### src/rtl/uart_cmd_wrapper_if.sv
// uart_cmd_wrapper_if: serial pins plus the command/response handshake of the UART front end.
interface uart_cmd_wrapper_if;
   logic        RX;
   logic        TX;
   logic [15:0] cmd;
   logic        cmd_rdy;
   logic        clr_cmd_rdy;
   logic [7:0]  resp;
   logic        trmt;
   logic        tx_done;
   modport master (output RX, clr_cmd_rdy, resp, trmt, input TX, cmd, cmd_rdy, tx_done);
   modport slave (input RX, clr_cmd_rdy, resp, trmt, output TX, cmd, cmd_rdy, tx_done);
endinterface

### src/rtl/uart_cmd_wrapper.sv
// uart_cmd_wrapper: UART receiver assembling 2-byte commands plus a 1-byte response transmitter.
module uart_cmd_wrapper #(
   parameter int BAUD_DIV = 5208,
   parameter int TO_BITS  = 30
) (
   input logic               clk,
   input logic               rst_n,
   uart_cmd_wrapper_if.slave bus
);
   localparam int BW = $clog2(BAUD_DIV);
   localparam int TO_CLKS = TO_BITS * BAUD_DIV;
   localparam int TW = $clog2(TO_CLKS);
   localparam logic [BW-1:0] B_LAST = BW'(BAUD_DIV - 1);
   localparam logic [BW-1:0] B_HALF = BW'(BAUD_DIV / 2 - 1);
   localparam logic [TW-1:0] T_LAST = TW'(TO_CLKS - 1);

   typedef enum logic [2:0] {R_IDLE, R_START, R_DATA, R_STOP, R_ERR} rx_state_t;
   typedef enum logic {A_HIGH, A_LOW} asm_state_t;
   typedef enum logic {T_IDLE, T_XMIT} tx_state_t;

   rx_state_t  rx_st, rx_nxt;
   asm_state_t asm_st, asm_nxt;
   tx_state_t  tx_st, tx_nxt;

   logic          rx_s1, rx_s2, rx_s3;
   logic [BW-1:0] rx_cnt;
   logic [2:0]    rx_bit;
   logic [7:0]    rx_shft;
   logic          fall, start_edge, rx_hit, half_hit, shift, byte_rdy, frame_err;
   logic [TW-1:0] to_cnt;
   logic          to_hit, cmd_set;
   logic [7:0]    high_byte;
   logic [15:0]   cmd;
   logic          cmd_rdy;
   logic [BW-1:0] tx_cnt;
   logic [3:0]    tx_bit;
   logic [9:0]    tx_shft;
   logic          tx_hit, load, tx_end, tx_done;

   assign fall       = rx_s3 & ~rx_s2;
   assign start_edge = (rx_st == R_IDLE) & fall;
   assign rx_hit     = rx_cnt == B_LAST;
   assign half_hit   = rx_cnt == B_HALF;
   // a start edge arriving on the very last timeout clock still counts as in time
   assign to_hit     = (asm_st == A_LOW) & (rx_st == R_IDLE) & (to_cnt == T_LAST) & ~start_edge;
   assign cmd_set    = (asm_st == A_LOW) & byte_rdy;
   assign tx_hit     = tx_cnt == B_LAST;
   assign load       = (tx_st == T_IDLE) & bus.trmt;
   assign tx_end     = (tx_st == T_XMIT) & tx_hit & (tx_bit == 4'd9);

   always_comb begin
      rx_nxt    = rx_st;
      shift     = 1'b0;
      byte_rdy  = 1'b0;
      frame_err = 1'b0;
      case (rx_st)
         R_IDLE:  rx_nxt = fall ? R_START : R_IDLE;
         R_START: rx_nxt = !half_hit ? R_START : rx_s2 ? R_IDLE : R_DATA;
         R_DATA: begin
            shift  = rx_hit;
            rx_nxt = (rx_hit && rx_bit == 3'd7) ? R_STOP : R_DATA;
         end
         R_STOP: begin
            byte_rdy  = rx_hit & rx_s2;
            frame_err = rx_hit & ~rx_s2;
            rx_nxt    = !rx_hit ? R_STOP : rx_s2 ? R_IDLE : R_ERR;
         end
         R_ERR:   rx_nxt = rx_s2 ? R_IDLE : R_ERR;
         default: rx_nxt = R_IDLE;
      endcase
   end

   always_comb begin
      asm_nxt = asm_st == A_HIGH ? (byte_rdy ? A_LOW : A_HIGH)
                                 : ((byte_rdy | frame_err | to_hit) ? A_HIGH : A_LOW);
      tx_nxt  = load ? T_XMIT : tx_end ? T_IDLE : tx_st;
   end

   always_ff @(posedge clk or negedge rst_n) begin
      if (!rst_n) begin
         rx_st  <= R_IDLE;
         asm_st <= A_HIGH;
         tx_st  <= T_IDLE;
      end else begin
         rx_st  <= rx_nxt;
         asm_st <= asm_nxt;
         tx_st  <= tx_nxt;
      end
   end

   always_ff @(posedge clk or negedge rst_n) begin
      if (!rst_n) begin
         {rx_s1, rx_s2, rx_s3} <= 3'b111;
         rx_cnt    <= '0;
         rx_bit    <= '0;
         rx_shft   <= '0;
         to_cnt    <= '0;
         high_byte <= '0;
         cmd       <= '0;
         cmd_rdy   <= 1'b0;
      end else begin
         {rx_s1, rx_s2, rx_s3} <= {bus.RX, rx_s1, rx_s2};
         rx_cnt    <= (rx_st == R_IDLE || rx_nxt != rx_st || rx_hit) ? '0 : rx_cnt + 1'b1;
         rx_bit    <= (rx_st != R_DATA) ? '0 : shift ? rx_bit + 1'b1 : rx_bit;
         rx_shft   <= shift ? {rx_s2, rx_shft[7:1]} : rx_shft;
         to_cnt    <= (asm_st != A_LOW || rx_st != R_IDLE) ? '0 : to_cnt + 1'b1;
         high_byte <= (asm_st == A_HIGH && byte_rdy) ? rx_shft : high_byte;
         cmd       <= cmd_set ? {high_byte, rx_shft} : cmd;
         cmd_rdy   <= cmd_set ? 1'b1
                    : (bus.clr_cmd_rdy || (start_edge && asm_st == A_HIGH)) ? 1'b0 : cmd_rdy;
      end
   end

   // shifter refills with ones so TX returns to idle high once the stop bit is out
   always_ff @(posedge clk or negedge rst_n) begin
      if (!rst_n) begin
         tx_cnt  <= '0;
         tx_bit  <= '0;
         tx_shft <= 10'h3FF;
         tx_done <= 1'b0;
      end else begin
         tx_cnt  <= (tx_st == T_IDLE || tx_hit) ? '0 : tx_cnt + 1'b1;
         tx_bit  <= (tx_st == T_IDLE) ? '0 : tx_hit ? tx_bit + 1'b1 : tx_bit;
         tx_shft <= load ? {1'b1, bus.resp, 1'b0}
                  : (tx_st == T_XMIT && tx_hit) ? {1'b1, tx_shft[9:1]} : tx_shft;
         tx_done <= load ? 1'b0 : tx_end ? 1'b1 : tx_done;
      end
   end

   assign bus.TX      = tx_shft[0];
   assign bus.cmd     = cmd;
   assign bus.cmd_rdy = cmd_rdy;
   assign bus.tx_done = tx_done;
endmodule

### src/flat_wrapper.sv
// flat-port wrapper written by rule: the top's interface ports become plain ports
module uart_cmd_wrapper_flat 
#(
   parameter int BAUD_DIV = 5208,
   parameter int TO_BITS  = 30
)
  (clk, rst_n, bus_RX, bus_clr_cmd_rdy, bus_resp, bus_trmt, bus_TX, bus_cmd, bus_cmd_rdy, bus_tx_done);
  uart_cmd_wrapper_if bus_i ();
  input logic clk;
  input logic rst_n;
  input wire logic [$bits(bus_i.RX)-1:0] bus_RX;
  input wire logic [$bits(bus_i.clr_cmd_rdy)-1:0] bus_clr_cmd_rdy;
  input wire logic [$bits(bus_i.resp)-1:0] bus_resp;
  input wire logic [$bits(bus_i.trmt)-1:0] bus_trmt;
  output wire logic [$bits(bus_i.TX)-1:0] bus_TX;
  output wire logic [$bits(bus_i.cmd)-1:0] bus_cmd;
  output wire logic [$bits(bus_i.cmd_rdy)-1:0] bus_cmd_rdy;
  output wire logic [$bits(bus_i.tx_done)-1:0] bus_tx_done;
  assign bus_i.RX = bus_RX;
  assign bus_i.clr_cmd_rdy = bus_clr_cmd_rdy;
  assign bus_i.resp = bus_resp;
  assign bus_i.trmt = bus_trmt;
  assign bus_TX = bus_i.TX;
  assign bus_cmd = bus_i.cmd;
  assign bus_cmd_rdy = bus_i.cmd_rdy;
  assign bus_tx_done = bus_i.tx_done;
  uart_cmd_wrapper #(.BAUD_DIV(BAUD_DIV), .TO_BITS(TO_BITS)) u_core (.clk(clk), .rst_n(rst_n), .bus(bus_i));
endmodule
### config.mk
export PLATFORM = sky130hd
export DESIGN_NAME = uart_cmd_wrapper_flat
export DESIGN_NICKNAME = d
export VERILOG_FILES = /design/src/rtl/uart_cmd_wrapper_if.sv /design/src/rtl/uart_cmd_wrapper.sv /design/src/flat_wrapper.sv
export SDC_FILE = /design/constraint.sdc
export NUM_CORES = 1
export LEC_CHECK = 0
export ABC_AREA = 1
export BUFFER_PORTS_ARGS = -buffer_cell sky130_fd_sc_hd__clkbuf_2
export CAP_MARGIN = 30
export CORE_ASPECT_RATIO = 0.6
export CORE_MARGIN = 2
export CORE_UTILIZATION = 54
export DETAILED_ROUTE_END_ITERATION = 8
export PLACE_DENSITY = 0.86
export SYNTH_ARGS = -nofsm -noshare
export SYNTH_HDL_FRONTEND = slang
export SYNTH_SLANG_ARGS = --single-unit
export TNS_END_PERCENT = 30
### constraint.sdc
create_clock -name clk -period 1.7 [get_ports clk]
set_input_delay 0.34 -clock clk [delete_from_list [all_inputs] [get_ports clk]]
set_output_delay 0.34 -clock clk [all_outputs]
set_load 0.02 [all_outputs]
==> impl_metrics.csv <==
group,metric,value,unit
power,ir_drop,0.931,mV
timing,fmax,556,MHz
timing,finalCritPeriodShare,106,%
placed_design,place_congestion,0.981,
yosys,synth-seq-area-share,52.9,%
power,leakagePower,2.79,nW
floorplanning,core-area,8620,sq um
drt,drt-initial-drc-count,362,
timing,tightest_slew,0.516,ns
yosys,synth_edf_count,0,
setup_path,cp_max_fo,7,
clock_tree,htreeDepth,3,
run_status,violations,"negative setup slack",
yosys,synth-seq-cells,102,
timing,setup_ws,-0.100,ns
setup_path,cp_top_family,"simple AND/OR/NAND/NOR gates",
final_layout,post-route-util,71.0,%
timing,hold_viol,0,
final_layout,stdcell_count,748,
floorplanning,initial_core_util,56.3,%
worst_hold_path,min_path_type,"in -> reg",
clock_tree,clock_sinks,102,
yosys,synth-async-reset-ratio,100,%
setup_path,critical_path_class,"reg -> reg",
power,power_density,933,nW/um^2
floorplanning,rows,26,
timing,setup_viol,34,
floorplanning,die_area,9790,sq um
yosys,yosys_most_used_dff,"dfrtp_1",
grt,use_met1,32.1,%
timing,fin_crit,1.80,ns
clock_tree,clkTransAtPathRegs,0.06,ns
final_layout,multi_input_area,2140,sq um
yosys,syn_avg_cell_area,8.88,sq um
grt,grt_pass1_vias,3901,
yosys,syn_nets,567,
yosys,yosysUniqueCellTypes,37,
setup_path,cp.required,1.92,ns
yosys,yosys_warnings,0,
floorplanning,die_height,77.5,microns
setup_path,path_buf_inv,2,
placed_design,dp_hpwl,7.62,mm
setup_path,end_kind,"flop",
clock_tree,cts_buffers,9,
final_layout,antenna_cells,0,
setup_path,cp.arrival,2.02,ns
setup_path,worst_path_most_repeated_cell,"nor2_4",
drt,via_per_inst,5.59,
clock_tree,worstSkewPairLatency,0.34,ns
drt,drc_errors,0,
drt,wl_per_cell,15.5,microns
final_layout,area_delta_synth_final,26.0,%
clock_tree,cts_tree,"done",
grt,grt_overflow_total,0,
timing,holdWs,0.0715,ns
final_layout,regArea,2570,sq um
placed_design,pre_cts_ws,-0.118,ns
final_layout,nNetsFinal,651,
drt,via_count,4182,
setup_path,crit_chain,"ha_2 -> nand2_4 -> nor2_4 -> buf_6 -> nand2_4 -> nor2_4 -> nand4_1 -> nand2_1 -> nor2_2 -> nand2_2 -> buf_8 -> nor2_4",
job,cap_violations,0,
yosys,yosysTopAreaCell,"dfrtp_1",
setup_path,cpMaxStageDelayCell,"dfrtp_1",
final_layout,final_cell_mix,"dfrtp_1 (90), nand2_1 (89), inv_1 (57), nor2_1 (44), nand3_1 (38)",
setup_path,cp-start-kind,"flop",
run_status,status,"complete, but fails checks",
floorplanning,die_w,126,microns
placed_design,io_buffers,31,
timing,clock_skew,0.00814,ns
final_layout,drive_gt1_share,31.9,%
placed_design,place_inst,712,
timing,max_slew_margin,65.3,%
timing,rsz0062_at_grt,"yes",
grt,grtUsageMet2,39.5,%
floorplanning,pin_count,32,
yosys,synth_area_leaders,"dfrtp_1 (46%), nand2_1 (7.5%), dfstp_2 (6.5%), nor2_1 (5.1%), inv_1 (4.4%)",
yosys,syn_inst,547,
final_layout,fillers,574,
grt,grt-busiest-layer,"met2",
yosys,synth_top_area_share,46.4,%
grt,grt_start_max_net_pins,34,
timing,slew_viol_final,0,
drt,routed_wirelength,11.6,mm
power,power.total,5.71,mW
yosys,syn_area,4860,sq um
final_layout,layout_commonest_cell,"dfrtp_1",
drt,drtAntennaViolNets,0,
clock_tree,cts_buffer_depth,2,
grt,use_met3,5.31,%
setup_path,slowest_delay,0.36,ns
grt,antenna_found_initial,0,
clock_tree,root_buffer,"clkbuf_16",
grt,gr-usage-all-layers,23.8,%
drt,drtPass1Iterations,5,
grt,grt_pass1_wl,18.7,mm
==> kinds of logic after synthesis <==
group / share of synthesized area (%)
XOR/XNOR: 2.16
buffers and inverters: 6.93
flip-flops: 52.9
AO/OA/AOI/OAI: 10.3
adder cells (fa/ha/maj): 1.80
AND/OR/NAND/NOR: 25.9
==> state kept, by name, summed over array words and instances, names as in the netlist <==
register / count
u_core.to_cnt: 18
u_core.tx_shft: 9
u_core.tx_cnt: 13
u_core.high_byte: 8
u_core.bus.cmd_rdy: 1
u_core.rx_s3: 1
u_core.rx_bit: 3
u_core.tx_bit: 4
u_core.asm_st: 1
u_core.bus.cmd: 16
u_core.rx_cnt: 13
u_core.rx_shft: 8
u_core.rx_st: 3
u_core.tx_st: 1
u_core.bus.tx_done: 1
u_core.rx_s1: 1
u_core.rx_s2: 1
==> path summary, 6_finish.rpt <==
check	from	end	slack, ns	cells after the start
hold reg to reg	u_core.rx_s1$_DFF_PN1_	u_core.rx_s2$_DFF_PN1_	0.39	0
min in group asynchronous	rst_n	u_core.rx_bit[2]$_DFFE_PN0P_	0.50	2
hold / removal	bus_RX	u_core.rx_s1$_DFF_PN1_	0.07	1
setup reg to reg	u_core.rx_cnt[0]$_DFF_PN0_	u_core.rx_cnt[2]$_DFF_PN0_	-0.10	12
setup / recovery	u_core.rx_cnt[0]$_DFF_PN0_	u_core.rx_cnt[2]$_DFF_PN0_	-0.10	12
max in group asynchronous	rst_n	u_core.tx_shft[6]$_DFFE_PN1P_	0.61	3
==> layout make-up <==
| cell class | count | share of cell area, % |
|---|---|---|
| sequential | 102 | 42.0 |
| multi-input combinational | 367 | 34.9 |
| timing repair buffer | 83 | 11.6 |
| inverter | 68 | 4.17 |
| clock buffer | 12 | 3.86 |
| tap | 112 | 2.29 |
| clock inverter | 4 | 1.19 |
==> cells in the mapped netlist (2+ instances only) <==
library cell / number
nand2_1: 97
dfrtp_1: 90
nor2_1: 66
inv_1: 57
nand3_1: 39
o21ai_2: 24
a21oi_1: 20
nor3_1: 20
nand2_2: 16
nand4_1: 14
dfstp_2: 12
o21ai_0: 12
inv_2: 11
o21ai_1: 11
xor2_1: 9
ha_1: 7
clkbuf_1: 5
nor4_1: 5
buf_6: 4
nand3_4: 3
o211ai_1: 3
xnor2_1: 3
a22o_1: 2
a31oi_1: 2
buf_2: 2
nor2_4: 2
==> timing repair <==
action                                 CTS  global route
gates resized for setup                 16            45
pin swaps                                8            12
cloned                                   5             0
setup endpoints to repair               10            70
buffers inserted                        11             4
endpoints found under the hold margin   27             0
hold buffers                             1             0
==> per-stage QoR <==
| step | setup TNS (ns) | cell area [sq um] |
|---|---|---|
| detailed placement | -0.838 | 5370 |
| floorplan | 0 | 4860 |
| CTS | -0.809 | 5940 |
| global route | -5.67 | 6120 |
| global placement | -0.230 | 5370 |
| finish | -1.58 | 6120 |
==> worst reg2reg max path: stages (launching register included) <==
cell and delay (ns):
dfrtp_1 0.36, ha_2 0.21, nand2_4 0.06, nor2_4 0.15
buf_6 0.12, nand2_4 0.04, nor2_4 0.12, nand4_1 0.14
nand2_1 0.12, nor2_2 0.05, nand2_2 0.10, buf_8 0.16
nor2_4 0.04
==> power breakdown <==
group	leakage [nW]	total [mW]	switching, mW	internal (mW)
clock network	0.147	2.14	0.855	1.29
logic	1.29	0.813	0.473	0.339
registers	1.35	2.75	0.137	2.61
total	2.79	5.71	1.46	4.24
==> layer usage <==
metal | share of wire, % | routed length [microns] | vias to the layer above
met4 | 1.3 | 147 | 0
li1 | - | - | 1961
met1 | 43 | 4970 | 2031
met3 | 6.4 | 740 | 15
met5 | 0 | 0 | -
met2 | 50 | 5770 | 175
Power figures use the tool's default switching activity.
